==> config.mk <==
export PLATFORM = sky130hd
export DESIGN_NAME = ps2_scancode_fifo
export DESIGN_NICKNAME = d
export VERILOG_FILES = /design/src/rtl/ps2_scancode_fifo_pkg.sv /design/src/rtl/ps2_scancode_fifo_sync_fifo.sv /design/src/rtl/ps2_scancode_fifo.sv
export SDC_FILE = /design/constraint.sdc
export NUM_CORES = 1
export LEC_CHECK = 0
export CAP_MARGIN = 40
export CORE_ASPECT_RATIO = 0.75
export CORE_MARGIN = 1
export CORE_UTILIZATION = 55
export DETAILED_ROUTE_END_ITERATION = 7
export DONT_BUFFER_PORTS = 1
export GPL_ROUTABILITY_DRIVEN = 0
export PLACE_DENSITY = 0.7
export SLEW_MARGIN = 40
export SYNTH_ARGS = -nofsm -noshare
export SYNTH_HDL_FRONTEND = slang
export SYNTH_SLANG_ARGS = --single-unit
==> constraint.sdc <==
create_clock -name clock -period 3.8 [get_ports clock]
set_input_delay 0.57 -clock clock [delete_from_list [all_inputs] [get_ports clock]]
set_output_delay 0.57 -clock clock [all_outputs]
set_load 0.005 [all_outputs]
==> src/rtl/ps2_scancode_fifo_pkg.sv <==
// Shared constants for the PS/2 scancode buffer: status register bit layout,
// register offsets and a helper that assembles the status word.
package ps2_pkg;

   localparam int STATUS_NOT_EMPTY_BIT = 31;
   localparam int STATUS_PARITY_BIT    = 30;
   localparam int STATUS_OVERFLOW_BIT  = 29;
   localparam int STATUS_FULL_BIT      = 28;
   localparam int STATUS_COUNT_LSB     = 16;

   localparam logic [7:0] PS2_STATUS_ADDR   = 8'h04;
   localparam logic [7:0] PS2_SCANCODE_ADDR = 8'h08;

   function automatic logic [31:0] pack_status(input logic       not_empty,
                                               input logic       parity,
                                               input logic       overflow,
                                               input logic       full,
                                               input logic [7:0] count);
      logic [31:0] word;
      word                                       = 32'h0000_0000;
      word[STATUS_NOT_EMPTY_BIT]                 = not_empty;
      word[STATUS_PARITY_BIT]                    = parity;
      word[STATUS_OVERFLOW_BIT]                  = overflow;
      word[STATUS_FULL_BIT]                      = full;
      word[STATUS_COUNT_LSB +: 8]                = count;
      return word;
   endfunction

endpackage

==> src/rtl/ps2_scancode_fifo_sync_fifo.sv <==
// Generic circular-buffer FIFO with occupancy count and flush.
// A pop on an empty FIFO is ignored; a push while full only lands if a pop frees a slot.
module sync_fifo #(
   parameter int WIDTH      = 8,
   parameter int DEPTH_LOG2 = 4
) (
   input  logic                  clock,
   input  logic                  reset,
   input  logic                  push,
   input  logic                  pop,
   input  logic                  flush,
   input  logic [WIDTH-1:0]      din,
   output logic [WIDTH-1:0]      dout,
   output logic [DEPTH_LOG2:0]   count,
   output logic                  full,
   output logic                  empty
);

   localparam int DEPTH = 1 << DEPTH_LOG2;

   logic [WIDTH-1:0]      mem_q [DEPTH];
   logic [DEPTH_LOG2-1:0] wr_ptr_q, wr_ptr_d;
   logic [DEPTH_LOG2-1:0] rd_ptr_q, rd_ptr_d;
   logic [DEPTH_LOG2:0]   count_q, count_d;
   logic                  do_push_s;
   logic                  do_pop_s;

   assign empty     = (count_q == '0);
   assign full      = (count_q == (DEPTH_LOG2+1)'(DEPTH));
   assign do_pop_s  = pop & ~empty;
   assign do_push_s = push & (~full | do_pop_s);
   assign dout      = mem_q[rd_ptr_q];
   assign count     = count_q;

   always_comb begin
      wr_ptr_d = wr_ptr_q;
      rd_ptr_d = rd_ptr_q;
      count_d  = count_q;
      if (flush) begin
         wr_ptr_d = '0;
         rd_ptr_d = '0;
         count_d  = '0;
      end else begin
         if (do_push_s) begin
            wr_ptr_d = wr_ptr_q + DEPTH_LOG2'(1);
         end else begin
            wr_ptr_d = wr_ptr_q;
         end
         if (do_pop_s) begin
            rd_ptr_d = rd_ptr_q + DEPTH_LOG2'(1);
         end else begin
            rd_ptr_d = rd_ptr_q;
         end
         case ({do_push_s, do_pop_s})
            2'b10:   count_d = count_q + (DEPTH_LOG2+1)'(1);
            2'b01:   count_d = count_q - (DEPTH_LOG2+1)'(1);
            default: count_d = count_q;
         endcase
      end
   end

   always_ff @(posedge clock) begin
      if (reset) begin
         wr_ptr_q <= '0;
         rd_ptr_q <= '0;
         count_q  <= '0;
      end else begin
         wr_ptr_q <= wr_ptr_d;
         rd_ptr_q <= rd_ptr_d;
         count_q  <= count_d;
      end
   end

   // Storage needs no reset; contents are only observed through count.
   always_ff @(posedge clock) begin
      if (do_push_s && !flush) begin
         mem_q[wr_ptr_q] <= din;
      end
   end

endmodule

==> src/rtl/ps2_scancode_fifo.sv <==
// PS/2 scancode buffer: FIFO between the receive shifter and the CPU bus,
// with one-pop-per-access edge detect, sticky error flags and register decode.
module ps2_scancode_fifo
   import ps2_pkg::*;
#(
   parameter int DEPTH_LOG2 = 4
) (
   input  logic        clock,
   input  logic        reset,
   input  logic [7:0]  rx_scancode,
   input  logic        scancode_ready_set,
   input  logic        parity_error,
   input  logic        read,
   input  logic        write,
   input  logic        status_cs,
   input  logic        scancode_cs,
   input  logic [31:0] data_in,
   output logic [31:0] data_out,
   output logic        data_out_valid
);

   logic                pop_arm_q;
   logic                overflow_q, overflow_d;
   logic                parity_q, parity_d;
   logic                sc_rd_s, st_rd_s, ctrl_wr_s, ctrl_act_s;
   logic                good_byte_s, pop_req_s;
   logic                fifo_push_s, fifo_pop_s, fifo_flush_s;
   logic [7:0]          fifo_dout_s;
   logic [DEPTH_LOG2:0] fifo_count_s;
   logic                fifo_full_s, fifo_empty_s;
   logic                unused_s;

   assign sc_rd_s     = read & scancode_cs;
   assign st_rd_s     = read & status_cs;
   assign ctrl_wr_s   = write & status_cs;
   assign ctrl_act_s  = ctrl_wr_s & (|data_in[30:28]);
   assign pop_req_s   = sc_rd_s & ~pop_arm_q;
   assign good_byte_s = scancode_ready_set & ~parity_error;

   // Control writes win over queue traffic in the same cycle.
   assign fifo_push_s  = good_byte_s & ~ctrl_act_s;
   assign fifo_pop_s   = pop_req_s & ~ctrl_act_s;
   assign fifo_flush_s = ctrl_wr_s & data_in[28];
   assign unused_s     = ^{data_in[31], data_in[27:0]};

   sync_fifo #(
      .WIDTH      (8),
      .DEPTH_LOG2 (DEPTH_LOG2)
   ) u_fifo (
      .clock (clock),
      .reset (reset),
      .push  (fifo_push_s),
      .pop   (fifo_pop_s),
      .flush (fifo_flush_s),
      .din   (rx_scancode),
      .dout  (fifo_dout_s),
      .count (fifo_count_s),
      .full  (fifo_full_s),
      .empty (fifo_empty_s)
   );

   // A set in the same cycle as a clear leaves the flag set.
   always_comb begin
      overflow_d = (good_byte_s & fifo_full_s & ~fifo_pop_s)
                 | (overflow_q & ~(ctrl_wr_s & data_in[29]));
      parity_d   = (scancode_ready_set & parity_error)
                 | (parity_q & ~(ctrl_wr_s & data_in[30]));
   end

   always_ff @(posedge clock) begin
      if (reset) begin
         pop_arm_q  <= 1'b0;
         overflow_q <= 1'b0;
         parity_q   <= 1'b0;
      end else begin
         pop_arm_q  <= sc_rd_s;
         overflow_q <= overflow_d;
         parity_q   <= parity_d;
      end
   end

   always_comb begin
      data_out       = 32'h0000_0000;
      data_out_valid = 1'b0;
      if (reset) begin
         data_out       = 32'h0000_0000;
         data_out_valid = 1'b0;
      end else if (sc_rd_s) begin
         data_out_valid = 1'b1;
         data_out       = fifo_empty_s ? 32'h0000_0000 : {fifo_dout_s, 24'h00_0000};
      end else if (st_rd_s) begin
         data_out_valid = 1'b1;
         data_out       = pack_status(~fifo_empty_s, parity_q, overflow_q, fifo_full_s,
                                      8'(fifo_count_s));
      end else begin
         data_out       = 32'h0000_0000;
         data_out_valid = 1'b0;
      end
   end

endmodule
==> results.md, run 1 <==
* CTS H-tree depth at 4
* Dpl ws at 0.705 ns
* Initial Utilization at 0.568
* P_int at 2.84 mW
* Critical path's most frequent cell: a211oi_1
* Fin crit period at 3.07 ns
* Critical Path Max Stage Delay at 0.77 ns
* Fin crit share at 0.807
* Setup TNS at 0 ns
* Critical Path End Type: output port
* First-pass GRT wire length at 18.6 mm
* Synth-to-layout area growth at 12.0%
* Post-synthesis instance total at 384
* Cell Chain, Critical Path: buf_4 > mux4_2 > nor2b_1 > a211oi_1 > a211oi_1
* Yosys warnings at 0
* Antenna violations before repair at 0
* Clock group share of total power at 0.453
* CTS max path bufs at 2
* Most common cell after layout, fill and taps aside: edfxtp_1
* Setup Skew at 0.00556 ns
* Drt first-iter violations at 440
* Detailed placement HPWL at 8.07 mm
* Sequential area share after synthesis at 0.677
* Layout cell share with drive strength beyond 1 at 0.203
* Aggregate global routing overflow at 0
* Switch share at 0.189
* Root Driver: clkbuf_16
* Synth async-reset ratio at 0
* R2r startpoint: u_fifo.count[3]$_SDFFE_PP0P_
* Vias in the first global route at 3,202
* Final Max Tran Viols at 0
* Io pins at 81
* Critical Path Slowest Stage Cell: dfxtp_2
* Synth top area share at 0.613
* Post-synthesis cell area at 0.00627 mm2
* Core area at 0.0110 mm2
* Largest net degree at the start of global routing at 33
* WS Path Type: reg2out
* Fmax at 0.326 GHz
* Final worst setup slack at 0.732 ns
* Vias at 3,396
* Slew headroom at 0.538
* Final hold violation count at 0
* Clock transition at the registers of the reported paths at 0.06 ns
* Hold crit path type: in2reg
* Worst Max-Slew Pin Slew at 0.693 ns
* Vias/cell at 6.08
* Die height at 94.4 um
* Crit-path max FO at 20
* P_sw at 662 uW
* Seq pwr share at 0.512
* Post-synthesis cell type count at 48
* Synth Flop Type: edfxtp_1
* CP top delay family: flip-flops
* Worst-Skew Late Latency at 0.41 ns
* Lkg Pwr at 2.33 nW
* Seq cells post-synth at 148
* Num Clock Sinks at 148
* Post-cts resize count at 0
* Total GRT Usage at 0.226
* PwrDens at 499 mW/mm2
* Site row count at 33
* Critical Path Source Type: flop
* Crit path DAT at 2.50 ns
* Antenna cells at 0
* Min-Delay Startpoint: reset
* CP required at 3.23 ns
* Max-cap violations at 0
* Final setup violation count at 0
* Commonest cells after routing, fill and taps aside: edfxtp_1, nor2_1, mux4_2
* Number of port buffers at 0
* VDD IR max at 0.338 mV
* ANT nets after route at 0
* Chip width at 125 um
* Cts hold-fix bufs at 0
* Ranking of synthesized cells by area: edfxtp_1, mux4_2, dfxtp_1, buf_4, nor2_1
* EDFF count, synth at 128
* Status: finished with violations
* Unrepaired setup endpoints after global routing: no
* WL/cell at 22.3 um
* Mean post-synth cell area at 16.3 um2
* DR DRC count at 16
* Combinational share of power at 0.035
* Post-CTS Setup Bufs at 0
* DR pass1 iterations at 8
* Die Area at 0.0118 mm2
* WP buf/inv at 1
* Yosys top cell by area: edfxtp_1
* Nets@finish at 467
* Detailed Route WL at 12.4 mm
* TritonCTS Buffers at 17
* CTS tree: done
* Failing checks: DRC
[registers in the layout (all words and copies together), names as in the netlist, named ones only]
register and count:
parity_q 1, pop_arm_q 1, overflow_q 1, u_fifo.mem_q 128, u_fifo.count 5, u_fifo.wr_ptr_q 4
u_fifo.rd_ptr_q 4
[layer usage]
metal / vias up / track usage / wire, um
li1: 1499 / - / -
met5: - / 0 / 0
met4: 0 / 0.0925 / 189
met2: 150 / 0.323 / 5590
met1: 1733 / 0.330 / 5650
met3: 14 / 0.0618 / 1020
[Yosys cell counts (2+ instances only)]
cell type,n
edfxtp_1,128
nor2_1,37
mux4_2,32
buf_4,22
dfxtp_1,20
nand2_1,15
a21oi_1,13
a211oi_1,9
mux2i_1,9
nand3_1,9
clkbuf_1,8
ha_1,8
inv_1,7
nor2b_1,6
nor3_1,6
and2_1,5
nand2b_1,4
o21ai_0,4
xnor2_1,4
xor2_1,4
buf_2,3
nand4_1,3
o211ai_1,2
o21a_1,2
[path summary, 6_finish.rpt]
path	to	slack, ns	cells after the start
worst max register to register	u_fifo.count[4]$_SDFFE_PP0P_	1.06	10
worst min register to register	overflow_q$_SDFF_PP0_	0.46	2
worst min-delay path	overflow_q$_SDFF_PP0_	0.22	1
worst max-delay path	data_out[25]	0.73	5
[power groups by stage]
stage / logic [mW] / clock network [mW] / registers [mW]
global route: 0.134 / 1.67 / 1.79
CTS: 0.122 / 1.60 / 1.79
floorplan: 0.118 / 0 / 1.82
detailed placement: 0.122 / 0 / 1.82
finish: 0.123 / 1.58 / 1.79
global placement: 0.120 / 0 / 1.82
[per-stage QoR]
stage | instances | util | power [mW] | hold WS [ns] | cell area (um2)
3_3_place_gp | 531 | 0.587 | 1.94 | 0.444 | 6470
3_5_place_dp | 531 | 0.587 | 1.95 | 0.447 | 6470
5_1_grt | 559 | 0.637 | 3.60 | 0.214 | 7020
4_1_cts | 559 | 0.637 | 3.52 | 0.213 | 7020
2_1_floorplan | 402 | - | 1.93 | 0.426 | 6330
6_report | 559 | 0.637 | 3.50 | 0.224 | 7020
[cell type report]
cell class,count,area [um2]
sequential,148,4250
multi-input combinational,212,1850
timing repair buffer,23,173
clock buffer,19,433
inverter,8,30.0
fill,778,4010
clock inverter,9,115
tap,140,175
[worst register-to-register path, delay by kind of cell, from the launching register on]
kind	cells	cell delay (ns)
DFF	1	0.37
AOI/OAI and AO/OA	3	0.52
adders and majority gates	1	0.32
buffers and inverters	1	0.09
and+or+nand+nor	5	1.33
[logic make-up after synthesis]
logic type	Yosys count	synth area share
AO/OA/AOI/OAI	42	0.0495
XOR/XNOR	8	0.0112
adder cells (fa/ha/maj)	9	0.0192
buffers and inverters	42	0.0389
flip-flops	148	0.677
multiplexers	41	0.129
other	1	0.000598
AND/OR/NAND/NOR	93	0.0741
Power figures use the tool's default switching activity.
==> run 2, diff against run 1 <==
Settings changed: PLACE_DENSITY 0.7 to 0.73.
Clock period 3.8 ns to 2.5 ns, I/O delays scaled along.
==> run 2 against run 1 <==
  * The flow still finishes with violations (DRC)
  * Clock skew grew 0.0031 ns
  * Sequential share of layout area decreased by 2.3 points
  * Sequential power grew 51%
==> results.md, run 2 (synthesized netlist as in run 1, its figures left out) <==
* Largest net degree at the start of global routing at 18
* Chip width at 125 um
* Critical Path Max Stage Delay at 0.52 ns
* Cells after DPL at 546
* Post-route total power at 5.33 mW
* Detailed placement HPWL at 8.42 mm
* Critical Path Slowest Stage Cell: mux4_2
* Number of port buffers at 0
* Root Driver: clkbuf_16
* Critical Path Stages at 5
* Hold crit path type: in2reg
* First-pass GRT wire length at 20.0 mm
* Max reg flops at 128
* Crit path DAT at 2.08 ns
* Aggregate global routing overflow at 0
* Site row count at 33
* Combinational share of power at 0.045
* Num Clock Sinks at 148
* Fmax at 0.408 GHz
* Worst-Skew Late Latency at 0.42 ns
* Layout Cells excl Fill at 588
* Switch share at 0.214
* Vias in the first global route at 3,503
* P_sw at 1.14 mW
* Max-cap violations at 0
* FF-to-FF path depth at 10
* Die Area at 0.0118 mm2
* Vias at 3,615
* Vias/cell at 6.15
* WL/cell at 22.9 um
* Fin crit period at 2.45 ns
* Initial Utilization at 0.568
* Placed cell areas at 0.00663 mm2
* Top reg by flops: u_fifo.mem_q
* Final setup violation count at 0
* Antenna cells at 0
* Commonest cells after routing, fill and taps aside: edfxtp_1, buf_4, nor2_1
* Failing checks: DRC
* Setup TNS at 0 ns
* Die height at 94.4 um
* WS Path Type: reg2out
* Detailed Route WL at 13.5 mm
* Clock transition at the registers of the reported paths at 0.06 ns
* Final Max Tran Viols at 0
* Clock group share of total power at 0.447
* Final hold violation count at 0
* CTS H-tree depth at 4
* Total GRT Usage at 0.241
* CTS max path bufs at 2
* VDD IR max at 0.547 mV
* PwrDens at 729 mW/mm2
* Core area at 0.0110 mm2
* ANT nets after route at 0
* Critical path's most frequent cell: a211oi_1
* Most common cell after layout, fill and taps aside: edfxtp_1
* Nets@finish at 492
* TritonCTS Buffers at 17
* Min-Delay Path Depth at 1
* Drt first-iter violations at 374
* Critical Path Source Type: flop
* Design area at 0.00731 mm2
* Io pins at 81
* Status: finished with violations
* DR DRC count at 7
* Seq pwr share at 0.509
* Cell Chain, Critical Path: buf_4 > clkbuf_16 > mux4_2 > a211oi_1 > a211oi_1
* Setup Skew at 0.00862 ns
* CP top delay family: multiplexers
* DR pass1 iterations at 7
* Lkg Pwr at 2.46 nW
* Antenna violations before repair at 0
* P_int at 4.19 mW
* Layout cell share with drive strength beyond 1 at 0.283
* Fin crit share at 0.982
* CP required at 2.12 ns
* CTS tree: done
* Synth-to-layout area growth at 16.6%
* Crit-path max FO at 6
* Critical Path End Type: output port
* WP buf/inv at 2
-- run 2: cell count changes in the layout (fill, tap and decap cells not counted), sizes merged --
cell / delta
clkinvlp: +6
inv: +4
bufinv: -2
buf: +24
clkinv: -3
-- run 2: per-stage QoR --
stage / worst slack [ns] / hold slack (ns) / util
6_report: 0.0461 / 0.0195 / 0.663
3_5_place_dp: -0.00457 / 0.443 / 0.601
4_1_cts: 0.0342 / 0.0137 / 0.654
3_3_place_gp: 0.0500 / 0.439 / 0.601
2_1_floorplan: -0.0487 / 0.426 / -
5_1_grt: -0.0240 / 0.00506 / 0.663
-- run 2: layer usage --
metal / GRT usage / part of all wire
met4: 0.118 / 0.024
met3: 0.0487 / 0.065
met5: 0 / 0
met2: 0.387 / 0.48
met1: 0.322 / 0.43
-- run 2: repair_timing --
item,CTS,global route
setup buffers,1,8
gates resized for setup,2,7
hold buffers,0,0
setup endpoints to repair,8,5
gates cloned,0,1
pin swaps,0,3
-- run 2: power by group through the flow --
stage          logic (mW)  clock network (mW)  registers [mW]
2_1_floorplan       0.181                   0            2.76
3_3_place_gp        0.207                   0            2.77
3_5_place_dp        0.211                   0            2.77
4_1_cts             0.220                2.39            2.71
5_1_grt             0.260                2.50            2.71
6_report            0.239                2.38            2.71
-- run 2: layout make-up --
class                           instances  area [um2]
Inverter                                8        30.0
Multi-Input combinational cell        212        1880
Timing Repair Buffer                   48         415
Clock inverter                         14         128
Fill cell                             718        3710
Clock buffer                           18         429
Tap cell                              140         175
Sequential cell                       148        4250
-- run 2: worst paths after layout --
path | from | to | slack [ns]
setup / recovery | flop | data_out[24] | 0.05
hold / removal | reset | overflow_q$_SDFF_PP0_ | 0.02
setup reg to reg | u_fifo.count[2]$_SDFFE_PP0P_ | u_fifo.count[4]$_SDFFE_PP0P_ | 0.11
hold reg to reg | overflow_q$_SDFF_PP0_ | overflow_q$_SDFF_PP0_ | 0.45
==> run 3, diff against run 2 <==
Settings changed: GPL_ROUTABILITY_DRIVEN 0 to 1.
==> results of run 3 <==
The final DEF is identical to that of run 2; final timing and power are the same.
